--- config.mk ---
export PLATFORM = sky130hd
export DESIGN_NAME = cnu_serial
export DESIGN_NICKNAME = d
export VERILOG_FILES = /design/src/rtl/cnu_serial.sv
export SDC_FILE = /design/constraint.sdc
export NUM_CORES = 1
export LEC_CHECK = 0
export CAP_MARGIN = 20
export CORE_UTILIZATION = 50
export CTS_CLUSTER_DIAMETER = 80
export CTS_CLUSTER_SIZE = 30
export DETAILED_ROUTE_END_ITERATION = 6
export GPL_TIMING_DRIVEN = 0
export PLACE_DENSITY = 0.79
export RECOVER_POWER = 50
export SLEW_MARGIN = 20
export SYNTH_ARGS = -nofsm -noshare
export SYNTH_HDL_FRONTEND = slang
export SYNTH_SLANG_ARGS = --single-unit
--- constraint.sdc ---
create_clock -name clk -period 4.5 [get_ports clk]
set_input_delay 0.9 -clock clk [delete_from_list [all_inputs] [get_ports clk]]
set_output_delay 0.9 -clock clk [all_outputs]
set_load 0.02 [all_outputs]
--- src/rtl/cnu_serial.sv ---
`default_nettype none
// +-----------------------------------------------------------------------------+
// | Module      : cnu_serial                                                    |
// | Description : Serial offset min-sum LDPC check-node unit. Accumulates DEG   |
// |               sign-magnitude messages, then emits DEG extrinsic replies.    |
// | Revision    : 1.0 - initial release                                         |
// +-----------------------------------------------------------------------------+
module cnu_serial #(
  parameter int DEG    = 6,
  parameter int IN_W   = 6,
  parameter int OUT_W  = 5,
  parameter int OFFSET = 0
) (
  input  logic             clk,
  input  logic             rst,
  input  logic             en,
  input  logic             in_valid,
  output logic             in_ready,
  input  logic [IN_W-1:0]  in_msg,
  output logic             out_valid,
  input  logic             out_ready,
  output logic [OUT_W-1:0] out_msg,
  output logic             out_last,
  output logic             p_bit
);

  localparam int MAG_W  = IN_W - 1;
  localparam int OMAG_W = OUT_W - 1;
  localparam int CNT_W  = (DEG > 1) ? $clog2(DEG) : 1;

  localparam logic [CNT_W-1:0] C_LAST   = CNT_W'(DEG - 1);
  localparam logic [MAG_W-1:0] C_ONES   = '1;
  localparam logic [MAG_W-1:0] C_OFF    = MAG_W'(OFFSET);
  localparam logic [MAG_W-1:0] C_OSAT   = MAG_W'((1 << OMAG_W) - 1);

  typedef enum logic [0:0] {
    ST_ACCUM = 1'b0,
    ST_EMIT  = 1'b1
  } state_t;

  state_t           state_q,   state_d;
  logic [CNT_W-1:0] cnt_q,     cnt_d;
  logic [CNT_W-1:0] out_idx_q, out_idx_d;
  logic [CNT_W-1:0] idx1_q,    idx1_d;
  logic [MAG_W-1:0] min1_q,    min1_d;
  logic [MAG_W-1:0] min2_q,    min2_d;
  logic             par_q,     par_d;
  logic [DEG-1:0]   sign_q,    sign_d;

  logic             w_in_fire;
  logic             w_out_fire;
  logic             w_emit;
  logic [MAG_W-1:0] w_in_mag;
  logic             w_in_sgn;
  logic [MAG_W-1:0] w_sel_mag;
  logic [MAG_W-1:0] w_off_mag;
  logic [OMAG_W-1:0] w_sat_mag;

  assign w_emit     = (state_q == ST_EMIT);
  assign in_ready   = en & ~rst & ~w_emit;
  assign out_valid  = en & w_emit;
  assign w_in_fire  = in_valid & in_ready;
  assign w_out_fire = out_valid & out_ready;
  assign w_in_mag   = in_msg[MAG_W-1:0];
  assign w_in_sgn   = in_msg[IN_W-1];

  always_comb begin
    state_d   = state_q;
    cnt_d     = cnt_q;
    out_idx_d = out_idx_q;
    idx1_d    = idx1_q;
    min1_d    = min1_q;
    min2_d    = min2_q;
    par_d     = par_q;
    sign_d    = sign_q;

    if (w_in_fire) begin
      par_d         = par_q ^ w_in_sgn;
      sign_d[cnt_q] = w_in_sgn;
      // Strict compares keep the earliest minimum as idx1 on ties.
      if (w_in_mag < min1_q) begin
        min2_d = min1_q;
        min1_d = w_in_mag;
        idx1_d = cnt_q;
      end else if (w_in_mag < min2_q) begin
        min2_d = w_in_mag;
      end
      if (cnt_q == C_LAST) begin
        cnt_d     = '0;
        out_idx_d = '0;
        state_d   = ST_EMIT;
      end else begin
        cnt_d = cnt_q + 1'b1;
      end
    end

    if (w_out_fire) begin
      if (out_idx_q == C_LAST) begin
        state_d   = ST_ACCUM;
        out_idx_d = '0;
        cnt_d     = '0;
        idx1_d    = '0;
        min1_d    = C_ONES;
        min2_d    = C_ONES;
        par_d     = 1'b0;
        sign_d    = '0;
      end else begin
        out_idx_d = out_idx_q + 1'b1;
      end
    end
  end

  always_ff @(posedge clk or posedge rst) begin
    if (rst) begin
      state_q   <= ST_ACCUM;
      cnt_q     <= '0;
      out_idx_q <= '0;
      idx1_q    <= '0;
      min1_q    <= C_ONES;
      min2_q    <= C_ONES;
      par_q     <= 1'b0;
      sign_q    <= '0;
    end else begin
      state_q   <= state_d;
      cnt_q     <= cnt_d;
      out_idx_q <= out_idx_d;
      idx1_q    <= idx1_d;
      min1_q    <= min1_d;
      min2_q    <= min2_d;
      par_q     <= par_d;
      sign_q    <= sign_d;
    end
  end

  // Extrinsic magnitude: exclude this edge's own contribution, offset, then saturate.
  assign w_sel_mag = (out_idx_q == idx1_q) ? min2_q : min1_q;
  assign w_off_mag = (w_sel_mag > C_OFF) ? (w_sel_mag - C_OFF) : '0;
  assign w_sat_mag = (w_off_mag > C_OSAT) ? {OMAG_W{1'b1}} : w_off_mag[OMAG_W-1:0];

  assign out_msg  = w_emit ? {par_q ^ sign_q[out_idx_q], w_sat_mag} : '0;
  assign out_last = w_emit & (out_idx_q == C_LAST);
  assign p_bit    = par_q;

endmodule
`default_nettype wire
==> results_dict.tcl <==
set metrics [dict create \
    syn-cell-area_um2 1740 \
    clk_pin_slew_ns 0.14 \
    insertion_delay_ns 0.33 \
    ios 20 \
    core_um2 3340 \
    synth.ff_latch_count 27 \
    antenna_cells 0 \
    dieArea_um2 3710 \
    firstDrtPassIters 4 \
    peakVddDrop_mv 0.234 \
    cpPeakStageDelay_ns 0.59 \
    relSlewSlack_pct 35.3 \
    status "finished, final reports clean" \
    cts_buffer_depth 2 \
    drc 0 \
    synthDistinctLibCells 40 \
    drive_gt1_share_pct 11.7 \
    postCtsSetupRepairBufs 0 \
    tightest_slew_ns 0.969 \
    rows 21 \
    wl_met3_um 117 \
    numClockSinks 27 \
    fillers 312 \
    synth-warning-count 0 \
    drt_iter0_drc 71 \
    critPathBufInv 2 \
    postSynthCellCount 191 \
    drt-total-wl_mm 3.59 \
    ys_seq_area_share_pct 39.7 \
    syn_area_per_cell_um2 9.09 \
    slew_viol_final 0 \
    antenna_found_initial 0 \
    path_max_fanout 8 \
    fin_cells 260 \
    grt_start_max_net_pins 28 \
    worst_path_max_delay_cell "clkdlybuf4s50_1" \
    crit_path_end_kind "output pin" \
    p_leak_nw 0.855 \
    grt_overflow_total 0 \
    final_hold_viol_count 0 \
    critical_path_arrival_ns 2.34 \
    cts_tree "done" \
    drt-met1-wl_mm 1.83 \
    holdCritPathClass "reg -> reg" \
    tns_ns 0 \
    syn_to_final_growth_pct 15.4 \
    regArea_um2 688 \
    final_cell_mix "nor2_1, clkdlybuf4s50_1, o21ai_0, dfrtp_1, a21oi_1" \
    htree_levels 1 \
    final_common_cell "nor2_1" \
    avgRoutedWirePerCell_um 13.8 \
    grt_pass1_wl_mm 5.97 \
    gp_congestion 0.819 \
    reg2reg_setup_slack_ns 2.31 \
    start_util_pct 52.0 \
    synth_area_leader_cell "dfrtp_1" \
    synth.area.top_cells "dfrtp_1, dfstp_2, ha_1" \
    path_class "reg -> out" \
    top_layer "met4" \
    synth_top_area_share_pct 24.5 \
    fin_util_pct 60.0 \
    dp_hpwl_mm 2.70 \
    viasPerCell 5.52 \
    die_h_um 60.9 \
    die_x_um 60.9 \
    cts-buffers-inserted 3 \
    portBuffers 19 \
    clockRootBuffer "clkbuf_4" \
    power_density_nw_per_um2 615 \
    syn-num-nets 210 \
    period_share_pct 72.1 \
    crit_family "buffers and inverters" \
    grt_pass1_vias 1239 \
    vias 1434 \
    crit_chain "buf_6 -> mux4_2 -> mux2i_1 -> xnor2_1 -> and2_1 -> clkdlybuf4s50_1" \
    track_usage_pct 22.4 \
    setup.worst_path.start_class "flop" \
    route.met2.wl_mm 1.60 \
    cap_violations 0 \
    ant_nets 0 \
    dp_cells 256 \
    rsz0062_at_grt "no" \
    nNetsFinal 234 \
    worst_clock_skew_ns 0.00924 \
    period_minus_slack_ns 3.24 \
    cts_resized 0 \
    setup_viol 0 \
    cts_hold_buf 0 \
    required_ns 3.60 \
    fmax_mhz 308 \
    multi_input_area_um2 953 \
]
## through the flow
step / hold WS (ns) / power (W) / instance area [um2] / worst slack (ns)
CTS: 0.545 / 0.00124 / 2010 / 1.24
finish: 0.540 / 0.00123 / 2000 / 1.26
global placement: 0.501 / 0.00111 / 1980 / 1.36
global route: 0.570 / 0.00135 / 2000 / 1.14
floorplan: 0.481 / 0.000944 / 1740 / 2.17
detailed placement: 0.514 / 0.00113 / 1980 / 1.35
## synth_stat cells
master / instances
a211oi_1: 5
ha_1: 8
o311a_1: 4
nand2b_1: 3
and3_1: 1
a31oi_1: 2
nor4_1: 1
nor3b_4: 1
nand2_4: 1
buf_2: 4
o21a_1: 2
mux2i_1: 9
nor2_2: 1
nor3_1: 1
nand4b_1: 1
nor2_1: 25
xor2_1: 1
nor4b_2: 1
nand2_2: 1
buf_6: 2
o211ai_1: 2
a21oi_1: 16
xnor2_1: 5
nand2_1: 15
inv_1: 9
o21ai_0: 17
dfrtp_1: 17
and4bb_4: 1
or3_4: 1
nand3_1: 12
dfstp_2: 10
and2_1: 2
a21o_1: 3
a22o_1: 1
a32o_1: 1
nor2b_1: 1
clkbuf_1: 1
mux4_2: 1
o2bb2ai_1: 1
buf_4: 1
## worst min-delay path, cell delays in order (launching register included)
cell     delay [ns]
dfrtp_1        0.37
mux2i_1        0.07
nor2_1         0.07
## sequential cells by signal, indices dropped and copies added, names as in the netlist
name,cells
state_q,1
min2_q,5
out_idx_q,3
p_bit,1
min1_q,5
sign_q,6
idx1_q,3
cnt_q,3
## where the power goes
part	internal [W]	switching (W)
registers	0.000380	0.0000949
clock network	0.0000349	0.0000693
logic	0.000292	0.000361
total	0.000707	0.000525
## kinds of logic after synthesis
kind of cell / synth area share (%)
adder cells (fa/ha/maj): 5.77
buffers and inverters: 5.05
AO/OA/AOI/OAI: 19.3
multiplexers: 6.49
XOR/XNOR: 3.03
AND/OR/NAND/NOR: 20.7
flip-flops: 39.7
## routing by layer
metal | up-vias | track usage [%]
li1 | 731 | -
met4 | 0 | 7.14
met5 | - | 0
met2 | 24 | 32.7
met1 | 674 | 33.5
met3 | 5 | 4.48
## final timing paths
kind	cells after the start	to	startpoint
min reg2reg	2	sign_q[0]$_DFF_PP0_	sign_q[0]$_DFF_PP0_
max in group asynchronous	2	state_q$_DFF_PP0_	rst
max	6	out_msg[4]	out_idx_q[0]$_DFFE_PP0P_
min in group asynchronous	2	out_idx_q[2]$_DFFE_PP0P_	rst
max reg2reg	8	min2_q[0]$_DFF_PP1_	min2_q[4]$_DFF_PP1_
min	2	sign_q[0]$_DFF_PP0_	sign_q[0]$_DFF_PP0_
## area by class of cell
class                      count  area share, %
clock buffer                   4           1.31
sequential                    27           34.4
inverter                       9           1.69
timing repair buffer          19           9.50
tap                           46           2.88
buffer                         8           2.63
multi-input combinational    147           47.6
(Power assumes the default switching activity.)
